### src/rtl/kamus_pkg.sv
// Shared types and constants for the kamus fetch stage.
//   fetch_entry_t : {pc, instr} payload buffered between memory and decode
//   KAMUS_PC_W    : width of the pc field carried in fetch_entry_t
//   INSTR_BYTES   : PC increment per fetched word
package kamus_pkg;

  localparam int unsigned KAMUS_PC_W  = 32;
  localparam int unsigned INSTR_W     = 32;
  localparam int unsigned INSTR_BYTES = 4;

  localparam logic [KAMUS_PC_W-1:0] BOOT_ADDR_DEFAULT = 32'h0000_0000;

  typedef struct packed {
    logic [KAMUS_PC_W-1:0] pc;
    logic [INSTR_W-1:0]    instr;
  } fetch_entry_t;

endpackage

### src/rtl/kamus_fetch_fifo.sv
// Synchronous FIFO of fetch_entry_t between instruction memory and decode.
//   clk_i, rst_i : clock, synchronous active-high reset
//   flush_i      : empties the FIFO; wins over a same-cycle push
//   push_i/wdata_i, pop_i : write and read strobes (pop ignored when empty)
//   rdata_o      : head entry (undefined while empty)
//   count_o, full_o, empty_o : occupancy
module kamus_fetch_fifo
  import kamus_pkg::*;
#(
  parameter int unsigned DEPTH = 2
) (
  input  logic                   clk_i,
  input  logic                   rst_i,
  input  logic                   flush_i,
  input  logic                   push_i,
  input  fetch_entry_t           wdata_i,
  input  logic                   pop_i,
  output fetch_entry_t           rdata_o,
  output logic [$clog2(DEPTH):0] count_o,
  output logic                   full_o,
  output logic                   empty_o
);

  localparam int unsigned AW = $clog2(DEPTH);
  localparam int unsigned CW = AW + 1;

  fetch_entry_t    mem [DEPTH];
  logic [AW-1:0]   wr_ptr;
  logic [AW-1:0]   rd_ptr;
  logic [CW-1:0]   count;
  logic            do_push;
  logic            do_pop;

  assign empty_o = (count == '0);
  assign full_o  = (count == CW'(DEPTH));
  assign count_o = count;
  assign rdata_o = mem[rd_ptr];

  // A full FIFO still accepts a push when the head leaves in the same cycle.
  assign do_pop  = pop_i && !empty_o;
  assign do_push = push_i && (!full_o || do_pop);

  // Storage array, no reset needed: contents are only read when count > 0.
  always_ff @(posedge clk_i) begin
    if (do_push && !flush_i) begin
      mem[wr_ptr] <= wdata_i;
    end
  end

  // Pointers wrap naturally since DEPTH is a power of two.
  always_ff @(posedge clk_i) begin
    if (rst_i || flush_i) begin
      wr_ptr <= '0;
      rd_ptr <= '0;
      count  <= '0;
    end else begin
      if (do_push) wr_ptr <= wr_ptr + AW'(1);
      if (do_pop)  rd_ptr <= rd_ptr + AW'(1);
      count <= count + CW'(do_push) - CW'(do_pop);
    end
  end

  a_no_push_when_full: assert property (@(posedge clk_i) disable iff (rst_i)
    !(push_i && full_o && !do_pop && !flush_i));

endmodule

### src/rtl/kamus_instr_fetch.sv
// Fetch stage: owns the PC, requests words from instruction memory, buffers
// in-order responses and hands {instr, pc} to decode over valid/ready.
// A redirect flushes buffered words and discards responses still in flight.
//   clk_i, rst_i                 : clock, synchronous active-high reset
//   imem_req_o/addr_o/gnt_i      : request channel (word-aligned address)
//   imem_rvalid_i/rdata_i        : in-order response channel
//   redirect_i/redirect_pc_i     : flush and restart at redirect_pc_i & ~3
//   instr_valid_o/ready_i        : handshake toward decode
//   instr_o/pc_o                 : head instruction and its address (0 when empty)
// PC_WIDTH must not exceed KAMUS_PC_W (width of the buffered pc field).
module kamus_instr_fetch
  import kamus_pkg::*;
#(
  parameter int unsigned          PC_WIDTH  = KAMUS_PC_W,
  parameter logic [PC_WIDTH-1:0]  BOOT_ADDR = PC_WIDTH'(BOOT_ADDR_DEFAULT),
  parameter int unsigned          DEPTH     = 2
) (
  input  logic                clk_i,
  input  logic                rst_i,
  output logic                imem_req_o,
  output logic [PC_WIDTH-1:0] imem_addr_o,
  input  logic                imem_gnt_i,
  input  logic                imem_rvalid_i,
  input  logic [31:0]         imem_rdata_i,
  input  logic                redirect_i,
  input  logic [PC_WIDTH-1:0] redirect_pc_i,
  output logic                instr_valid_o,
  input  logic                instr_ready_i,
  output logic [31:0]         instr_o,
  output logic [PC_WIDTH-1:0] pc_o
);

  localparam int unsigned AW = $clog2(DEPTH);
  localparam int unsigned CW = AW + 1;

  logic [PC_WIDTH-1:0] fetch_pc;
  logic [CW-1:0]       outstanding;
  logic [CW-1:0]       outstanding_nxt;
  logic [CW-1:0]       discard;

  // Addresses of granted requests, consumed in order as responses return.
  logic [PC_WIDTH-1:0] pc_ring [DEPTH];
  logic [AW-1:0]       ring_wr;
  logic [AW-1:0]       ring_rd;

  logic [CW-1:0]       fifo_count;
  logic                fifo_full;
  logic                fifo_empty;
  fetch_entry_t        fifo_wdata;
  fetch_entry_t        fifo_head;

  logic                has_room;
  logic                grant;
  logic                resp;
  logic                push;
  logic                pop;

  // Every buffered or in-flight word holds a FIFO slot, so a grant can never overflow it.
  always_comb begin
    has_room   = ({1'b0, outstanding} + {1'b0, fifo_count}) < (CW+1)'(DEPTH);
    imem_req_o = !rst_i && !redirect_i && has_room;
    grant      = imem_req_o && imem_gnt_i;
    resp       = imem_rvalid_i && (outstanding != '0);
    push       = resp && (discard == '0);
    pop        = instr_valid_o && instr_ready_i;
    outstanding_nxt = outstanding + CW'(grant) - CW'(resp);
  end

  assign imem_addr_o = fetch_pc;

  // PC, in-flight count and discard count.
  always_ff @(posedge clk_i) begin
    if (rst_i) begin
      fetch_pc    <= BOOT_ADDR;
      outstanding <= '0;
      discard     <= '0;
    end else begin
      outstanding <= outstanding_nxt;
      if (redirect_i) begin
        fetch_pc <= {redirect_pc_i[PC_WIDTH-1:2], 2'b00};
        discard  <= outstanding_nxt;
      end else begin
        if (grant) fetch_pc <= fetch_pc + PC_WIDTH'(INSTR_BYTES);
        if (resp && (discard != '0)) discard <= discard - CW'(1);
      end
    end
  end

  // Request-address ring; survives redirects so discarded responses still retire their slot.
  always_ff @(posedge clk_i) begin
    if (rst_i) begin
      ring_wr <= '0;
      ring_rd <= '0;
    end else begin
      if (grant) ring_wr <= ring_wr + AW'(1);
      if (resp)  ring_rd <= ring_rd + AW'(1);
    end
  end

  always_ff @(posedge clk_i) begin
    if (grant) pc_ring[ring_wr] <= fetch_pc;
  end

  always_comb begin
    fifo_wdata       = '0;
    fifo_wdata.pc    = KAMUS_PC_W'(pc_ring[ring_rd]);
    fifo_wdata.instr = imem_rdata_i;
  end

  kamus_fetch_fifo #(
    .DEPTH (DEPTH)
  ) u_fifo (
    .clk_i   (clk_i),
    .rst_i   (rst_i),
    .flush_i (redirect_i),
    .push_i  (push),
    .wdata_i (fifo_wdata),
    .pop_i   (pop),
    .rdata_o (fifo_head),
    .count_o (fifo_count),
    .full_o  (fifo_full),
    .empty_o (fifo_empty)
  );

  // Decode sees the FIFO head directly; data forced to zero while empty.
  always_comb begin
    instr_valid_o = !fifo_empty;
    instr_o       = fifo_empty ? '0 : fifo_head.instr;
    pc_o          = fifo_empty ? '0 : PC_WIDTH'(fifo_head.pc);
  end

  a_addr_aligned: assert property (@(posedge clk_i) disable iff (rst_i)
    imem_addr_o[1:0] == 2'b00);
  a_discard_le_outstanding: assert property (@(posedge clk_i) disable iff (rst_i)
    discard <= outstanding);
  a_outstanding_bound: assert property (@(posedge clk_i) disable iff (rst_i)
    outstanding <= CW'(DEPTH));
  a_no_push_full: assert property (@(posedge clk_i) disable iff (rst_i)
    !(push && fifo_full && !pop && !redirect_i));

endmodule
### config.mk
export PLATFORM = sky130hd
export DESIGN_NAME = kamus_instr_fetch
export DESIGN_NICKNAME = d
export VERILOG_FILES = /design/src/rtl/kamus_pkg.sv /design/src/rtl/kamus_fetch_fifo.sv /design/src/rtl/kamus_instr_fetch.sv
export SDC_FILE = /design/constraint.sdc
export NUM_CORES = 1
export LEC_CHECK = 0
export ABC_AREA = 1
export CORE_UTILIZATION = 53
export CTS_CLUSTER_SIZE = 10
export DETAILED_ROUTE_END_ITERATION = 7
export PLACE_DENSITY = 0.8
export SLEW_MARGIN = 10
export SYNTH_ARGS = -nofsm -noshare
export SYNTH_HDL_FRONTEND = slang
export SYNTH_SLANG_ARGS = --single-unit
### constraint.sdc
create_clock -name clk_i -period 7.7 [get_ports clk_i]
set_input_delay 1.54 -clock clk_i [delete_from_list [all_inputs] [get_ports clk_i]]
set_output_delay 1.54 -clock clk_i [all_outputs]
set_load 0.1 [all_outputs]
== Word-level counts from Yosys, hierarchy flattened ==
Memories as Yosys holds them, arrays and structs flattened. A register that Yosys moved wholly into a read port is not among the register bits.
Index checks and enable logic that the tools add are counted.
W data, S select, Z words.

* Eq/ne operators: 1
* Magnitude comparators: 1
* Mux-type cells: 14
* Reduce and logical (&&, ||, !) cells: 23
* $add $sub $neg: 11

{| class="wikitable"
|+ Operator list
! kind !! count
|-
| $mux W32 || 4
|-
| $add A32 B3 Y32 const B || 1
|-
| $logic_and A1 B1 Y1 || 10
|-
| $mux W1 || 8
|-
| $reduce_bool A2 Y1 || 4
|-
| $add A1 B1 Y1 const B || 4
|-
| $add A2 B1 Y2 || 2
|-
| $logic_not A1 Y1 || 4
|-
| $logic_not A2 Y1 || 2
|-
| $mux W2 || 2
|-
| $sub A2 B1 Y2 || 2
|-
| $add A2 B2 Y3 || 1
|-
| $lt A3 B2 Y1 const B || 1
|-
| $eq A2 B2 Y1 const B || 1
|-
| $logic_or A1 B1 Y1 || 2
|-
| $reduce_or A2 Y1 || 1
|-
| $sub A2 B1 Y2 const B || 1
|}

* Memory bits (writable): 192
* Word-level logic and storage cells: 61
* Register bits after elaboration: 42
* Input bits: 70
* Output and inout bits: 98
* Memories kept: 2

{| class="wikitable"
|+ Memories
! memory !! depth !! width !! read ports !! clocked after Yosys merged registers in !! write ports !! line !! text
|-
| u_fifo.mem || 2 || 64 || 1 || 1 || 1 || kamus_fetch_fifo.sv:27 || <nowiki>fetch_entry_t mem [DEPTH];</nowiki>
|-
| pc_ring || 2 || 32 || 1 || 1 || 1 || kamus_instr_fetch.sv:42 || <nowiki>logic [PC_WIDTH-1:0] pc_ring [DEPTH];</nowiki>
|}

== Longest topological paths before layout ==
Gate-level depths: netlist of the first run.

* Word-level depth: 9
* Mapped depth: 13
* Depth with buffers taken out: 13

== Modules after synthesis ==
Synthesis of the first run repeated with hierarchy kept, for this count alone.

* Cells, all modules: 894
* Area, all modules: 10466.3 um^2

{| class="wikitable"
|+ Modules (own cells, without submodules)
! module !! instances !! cells an instance !! area an instance (um^2) !! seq. area each (um^2)
|-
| kamus_instr_fetch || 1 || 654 || 5286.3 || 2542.4
|-
| kamus_fetch_fifo || 1 || 240 || 5180.0 || 3943.8
|}

== Worst setup path before layout of the first run ==
Ideal clock, no wire load.

* Path kind: in2reg
* Start: input port redirect_i
* End: memory u_fifo.mem[0][0] (netlist name), enable pin
* Arrival time: 6.190 ns
* Data required time: 7.142 ns
* Stages: 3
* Buffers on the path: 2
* Path slack: 0.952 ns
* Cells stage by stage: buf_2 buf_1 nor3_1

* Cells in the longest elaborated chain, start to end: 4

{| class="wikitable"
|+ Ends and longest elaborated chain
! what !! line !! text
|-
| from (decl) || kamus_instr_fetch.sv:25 || <nowiki>input logic redirect_i,</nowiki>
|-
| $logic_not A1 Y1 || kamus_fetch_fifo.sv:45 || <nowiki>if (do_push && !flush_i) begin</nowiki>
|-
| $logic_and A1 B1 Y1 || kamus_fetch_fifo.sv:45 ||
|-
| $mux W1 || kamus_fetch_fifo.sv:45 ||
|-
| $mux W1 (implied by the code) || kamus_fetch_fifo.sv:46 || <nowiki>mem[wr_ptr] <= wdata_i;</nowiki>
|-
| to (decl) || kamus_fetch_fifo.sv:27 ||
|}

Every way passes these cells.

== Worst setup path in the final report of the first run ==
* Start: input port rst_i
* End: output port imem_req_o

* Cells in the longest elaborated chain, start to end: 3

{| class="wikitable"
|+ Ends and longest elaborated chain
! what !! line !! text
|-
| from (decl) || kamus_instr_fetch.sv:19 || <nowiki>input logic rst_i,</nowiki>
|-
| $logic_not A1 Y1 || kamus_instr_fetch.sv:61 || <nowiki>imem_req_o = !rst_i && !redirect_i && has_room;</nowiki>
|-
| $logic_and A1 B1 Y1 (2 in series) || kamus_instr_fetch.sv:61 ||
|-
| to (decl) || kamus_instr_fetch.sv:20 || <nowiki>output logic imem_req_o,</nowiki>
|}

Every way passes these cells.

==> results of run 1 <==
## cell usage after synthesis, drive strengths merged
cell type	instances	area (µm²)
inv	75	282
and2	1	6.26
dfxtp	42	841
ha	6	75.1
o211ai	1	7.51
clkbuf	24	90.1
a22oi	1	7.51
fa	1	20.0
o21bai	2	15.0
nand3	41	218
nor3	4	20.0
edfxtp	184	5530
buf	14	83.8
nor2	58	255
or2	2	12.5
nand4	7	43.8
mux2	30	338
xor2	6	52.6
a21oi	85	425
o21a	1	7.51
nand3b	2	15.0
o21ai	18	90.1
xnor2	3	26.3
conb	1	3.75
nand2	260	983
a31oi	9	56.3
## per-layer routing
layer  global-route usage (%)  vias to the layer above  routed length [µm]
met5                        0                        -                   0
met3                     4.36                       33                1660
met4                     8.58                        0                 444
li1                         -                     3301                   -
met2                     39.4                      269               10200
met1                     29.4                     3161                8910
## per-stage QoR
stage | area, µm² | power (mW) | worst slack [ns] | hold WS (ns) | util (%)
after floorplan | 9510 | 1.90 | 0.952 | 0.425 | -
after global placement | 11300 | 2.05 | 2.29 | 0.435 | 65.1
after detailed placement | 11300 | 2.06 | 2.29 | 0.448 | 65.1
after CTS | 12100 | 3.16 | 2.27 | 0.456 | 69.4
after global routing | 12100 | 3.25 | 2.13 | 0.488 | 69.4
final | 12100 | 3.14 | 2.28 | 0.454 | 69.4
## flip-flops by register name, summed over array words and instances, names as in the netlist, named ones only
register,flops
pc_ring,60
ring_rd,1
u_fifo.rd_ptr,1
discard,2
u_fifo.count_o,2
imem_addr_o,30
u_fifo.wr_ptr,1
ring_wr,1
outstanding,2
u_fifo.mem,124
## logic make-up after synthesis
group / count (synthesis)
simple gates: 375
flops: 226
compound gates: 117
buf+inv: 113
mux: 30
xor+xnor: 9
fa+ha+maj: 7
other cells: 1
## worst max-delay path: cells and delay by family
| family | cells | cell delay (ns) |
|---|---|---|
| buffers and inverters | 4 | 1.96 |
| and+or+nand+nor | 2 | 0.38 |
## worst min path at each step
| stage | start | end | slack, ns | cells past startpoint |
|---|---|---|---|---|
| 6_report | ring_rd | flip-flop | 0.45 | 1 |
| 3_3_place_gp | ring_rd | flip-flop | 0.44 | 1 |
| 3_5_place_dp | ring_rd | flip-flop | 0.45 | 1 |
| 4_1_cts | ring_rd | flip-flop | 0.46 | 1 |
| 5_1_grt | ring_rd | flip-flop | 0.49 | 1 |
| 2_1_floorplan | u_fifo.rd_ptr | flip-flop | 0.43 | 1 |
## layout by cell type, fill, tap and decap left out, types with 2 or more instances in the layout
cell type        count
dfxtp_1             41
nor2_1              48
o21bai_1             2
clkbuf_1            20
ha_1                 6
inv_2                3
or2_2                2
a21oi_1             85
a31oi_1              9
nor3_2               2
edfxtp_1           184
inv_1               72
nor2_2               5
xnor2_1              3
nand4_1              7
nand3_1             40
clkdlybuf4s50_1    161
buf_4               10
conb_1               4
nand2_2              3
mux2_2              30
nand3b_1             2
o21ai_0             18
nand2_1            257
clkbuf_16           27
nor3_1               2
nor2_4               5
xor2_1               6
## report_power, final
group / switching [mW] / internal, mW
clock network: 0.445 / 0.661
logic: 0.439 / 0.164
registers: 0.0386 / 1.40
## layout make-up
class / count / area [µm²] / share of cell area (%)
clock buffer: 48 / 764 / 6.32
inverter: 75 / 282 / 2.33
multi-input combinational: 542 / 2710 / 22.4
sequential: 226 / 6370 / 52.6
tap: 225 / 282 / 2.33
timing repair buffer: 171 / 1690 / 13.9
==> impl_metrics.tcl, run 1 <==
set metrics [dict create \
    start_util_pct 54.5 \
    rsz0062_at_grt "false" \
    report.final.slew_viol_count 0 \
    setup_viol 0 \
    fill_cells 1282 \
    run_status "finished, final reports clean" \
    rr_worst_depth 12 \
    r2r-start "u_fifo.count_o[0]" \
    cp_max_fo 24 \
    setup_tns_ns 0 \
    synth_top_family_by_area "simple AND/OR/NAND/NOR gates" \
    cp-endpoint "imem_req_o" \
    synth-compound-area-share_pct 6.41 \
    regToRegSetupSlack_ns 5.05 \
    maxSlewHeadroom_pct 31.3 \
    final_nets 1119 \
    root_buffer "clkbuf_16" \
    synth-xor-area-share_pct 0.830 \
    clk_latency_ns 0.51 \
    htreeDepth 1 \
    post-cts-setup-buffers 0 \
    seq_area_frac_synth_pct 67.0 \
    drtAntennaViolNets 0 \
    cp.required_ns 6.16 \
    hold_path_class "reg -> reg" \
    synthSimpleGateAreaFrac_pct 16.4 \
    post-route-period-util_pct 70.4 \
    ys_seq_elements 226 \
    drt_wl_total_um 21200 \
    hold_viol_final 0 \
    fmax_ghz 0.184 \
    grt_max_degree 65 \
    tightest_slew_ns 1.03 \
    critPathKind "in -> out" \
    grt_pass1_vias 6486 \
    dpl.hpwl_um 13300 \
    die-area_um2 18500 \
    max-cap-violations 0 \
    drt_iter0_markers 529 \
    cts_resized 0 \
    synth.avg_cell_area_um2 10.8 \
    fp-row-count 48 \
    layout_min_cycle_time_ns 5.42 \
    setup.worst_path.end_class "output port" \
    ys_warn_count 0 \
    dr_total_vias 6764 \
    port_buffers 161 \
    grt-ovfl-total 0 \
    route.detailed.drc 0 \
    netlist_area_um2 9500 \
    diodes 0 \
    synth-adder-area-share_pct 1.00 \
    routabilityCongestion 0.916 \
    fin_worst_skew_ns 0.0126 \
    vdd_drop_max_mv 0.168 \
    core_area_um2 17400 \
    area_delta_synth_final_pct 27.3 \
    cp-start-kind "input port" \
    detail_route.wl_per_cell_um 16.5 \
    cts_buffers 26 \
    synth_cells 878 \
    synth_mux_area_share_pct 3.56 \
    powerDensity_nw_per_um2 260 \
    ioPinCount 168 \
    r2r_end "discard[1]" \
    viasPerCell 5.26 \
    cts_hold_buf 0 \
    grt_usage_pct 23.1 \
    drive_gt1_share_pct 8.47 \
    clock_tree.buffer_depth 3 \
    critPathLaunch "rst_i" \
    crit_chain "clkdlybuf4s50_1 -> buf_4 -> nor2_4 -> inv_1 -> nor3_1 -> clkdlybuf4s50_1" \
    clkSinkCount 226 \
    cts_tree "yes" \
    antenna_found_initial 0 \
    finalNonFillerCells 1287 \
    die_w_um 136 \
    grt_pass1_wl_um 33100 \
    cpMaxStageDelayCell "clkdlybuf4s50_1" \
    ys_types 33 \
    path_common_cell "clkdlybuf4s50_1" \
    cpPeakStageDelay_ns 1.16 \
    leakage_nw 4.38 \
    die_h_um 136 \
    drt_first_pass_iters 5 \
    worstPathArrival_ns 3.88 \
    path_clk_slew_ns 0.07 \
    dpl.cell_count 1239 \
]
Power figures use the tool's default switching activity.
==> inputs of run 2 (changes only) <==
- clock period: 7.7 -> 5.2 ns (I/O delays scaled with it)
==> impl_metrics.tcl, run 2 (synthesis gave the netlist of run 1 again) <==
set metrics [dict create \
    clkPwrFrac_pct 34.9 \
    rsz0062_at_grt "false" \
    power.share.switching_pct 29.1 \
    largest_reg_flops 124 \
    root_buffer "clkbuf_16" \
    r2r-start "u_fifo.count_o[0]" \
    path_clk_slew_ns 0.05 \
    area_delta_synth_final_pct 26.6 \
    worst_slack_ns 1.18 \
    p_sw_mw 1.34 \
    fmax_ghz 0.249 \
    dr_total_vias 6788 \
    crit_chain "inv_2 -> nand2_1 -> a21oi_1 -> clkdlybuf4s50_1" \
    critPathKind "reg -> out" \
    cts_buffers 26 \
    cp-start-kind "flip-flop" \
    drive_gt1_share_pct 11.5 \
    detail_route.wl_per_cell_um 16.2 \
    tightest_slew_ns 1.09 \
    cpPeakStageDelay_ns 1.16 \
    pre_cts_slack_ns 1.53 \
    min_from "u_fifo.rd_ptr" \
    combinationalPowerShare_pct 19.1 \
    top_register "u_fifo.mem" \
    antenna_found_initial 0 \
    worstPathArrival_ns 2.98 \
    powerDensity_nw_per_um2 385 \
    layout_min_cycle_time_ns 4.02 \
    viasPerCell 5.27 \
    final_common_cell "nand2_1" \
    p_int_mw 3.28 \
    cp.required_ns 4.16 \
    drt_first_pass_iters 5 \
    routabilityCongestion 0.925 \
    grt_pass1_vias 6359 \
    grt_pass1_wl_um 32600 \
    fin_worst_skew_ns 0.00903 \
    setup.worst_path.end_class "output port" \
    report.final.slew_viol_count 0 \
    ioPinCount 168 \
    die-area_um2 18500 \
    die_h_um 136 \
    core_area_um2 17400 \
    cts_resized 0 \
    setup_viol 0 \
    drtAntennaViolNets 0 \
    hold_viol_final 0 \
    power_mw 4.63 \
    cts_tree "yes" \
    cpMaxStageDelayCell "clkdlybuf4s50_1" \
    drt_wl_total_um 20900 \
    layout_common_cells "nand2_1 (257), edfxtp_1 (184), clkdlybuf4s50_1 (130), a21oi_1 (85), inv_1 (72)" \
    clock_tree.buffer_depth 3 \
    p_seq_share_pct 45.9 \
    grt-ovfl-total 0 \
    die_w_um 136 \
    final_nets 1120 \
    cts_hold_buf 0 \
    grt_max_degree 63 \
    htreeDepth 1 \
    post-route-period-util_pct 77.3 \
    cp_max_fo 48 \
    run_status "finished, final reports clean" \
    leakage_nw 4.45 \
    route.detailed.drc 0 \
    vdd_drop_max_mv 0.258 \
    clkSinkCount 226 \
    dpl.hpwl_um 13300 \
    post-cts-setup-buffers 0 \
    port_buffers 161 \
    max-cap-violations 0 \
    clk_latency_ns 0.51 \
    start_util_pct 54.5 \
    drt_iter0_markers 416 \
    hold_path_class "reg -> reg" \
    grt_usage_pct 22.9 \
    maxSlewHeadroom_pct 27.2 \
    fp-row-count 48 \
    diodes 0 \
]
run 2: power by group through the flow:
stage	Sequential (mW)	Combinational, mW	Clock (mW)
after floorplan	2.26	0.546	0
after global placement	2.16	0.868	0
after detailed placement	2.16	0.886	0
after CTS	2.12	0.890	1.65
after global routing	2.13	0.935	1.73
final	2.12	0.886	1.62
run 2: cell type report:
class,instances,area (µm²)
multi-input cells,542,2710
repair buffers,172,1620
clock buffers,48,764
fillers,1301,5390
inverters,75,282
well taps,225,282
flip-flops and latches,226,6370
run 2: stage by stage:
step | TNS, ns | util (%) | cell area [µm²] | instances | hold slack [ns]
2_1_floorplan | -130.01 | - | 9510 | 881 | 0.425
3_3_place_gp | 0 | 64.6 | 11300 | 1240 | 0.435
3_5_place_dp | 0 | 64.6 | 11300 | 1240 | 0.438
4_1_cts | 0 | 69.0 | 12000 | 1288 | 0.459
5_1_grt | 0 | 69.0 | 12000 | 1288 | 0.514
6_report | 0 | 69.0 | 12000 | 1288 | 0.465
run 2: per-layer routing:
metal | track usage [%] | wire [µm]
met1 | 28.6 | 8490
met2 | 40.2 | 10200
met3 | 4.06 | 1750
met4 | 7.65 | 464
met5 | 0 | 0
run 2: path summary, 6_finish.rpt:
path,slack (ns),cells after the start,to
max,1.18,4,instr_o[15]
max reg2reg,2.47,12,discard[1]
min reg2reg,0.46,1,flip-flop
min,0.46,1,flip-flop
run 2: worst max-delay path, delay by kind of cell (launching register included):
family | cells | cell delay, ns
AO/OA/AOI/OAI | 1 | 0.20
flip-flops | 1 | 0.32
AND/OR/NAND/NOR | 1 | 0.12
buffers and inverters | 2 | 1.80
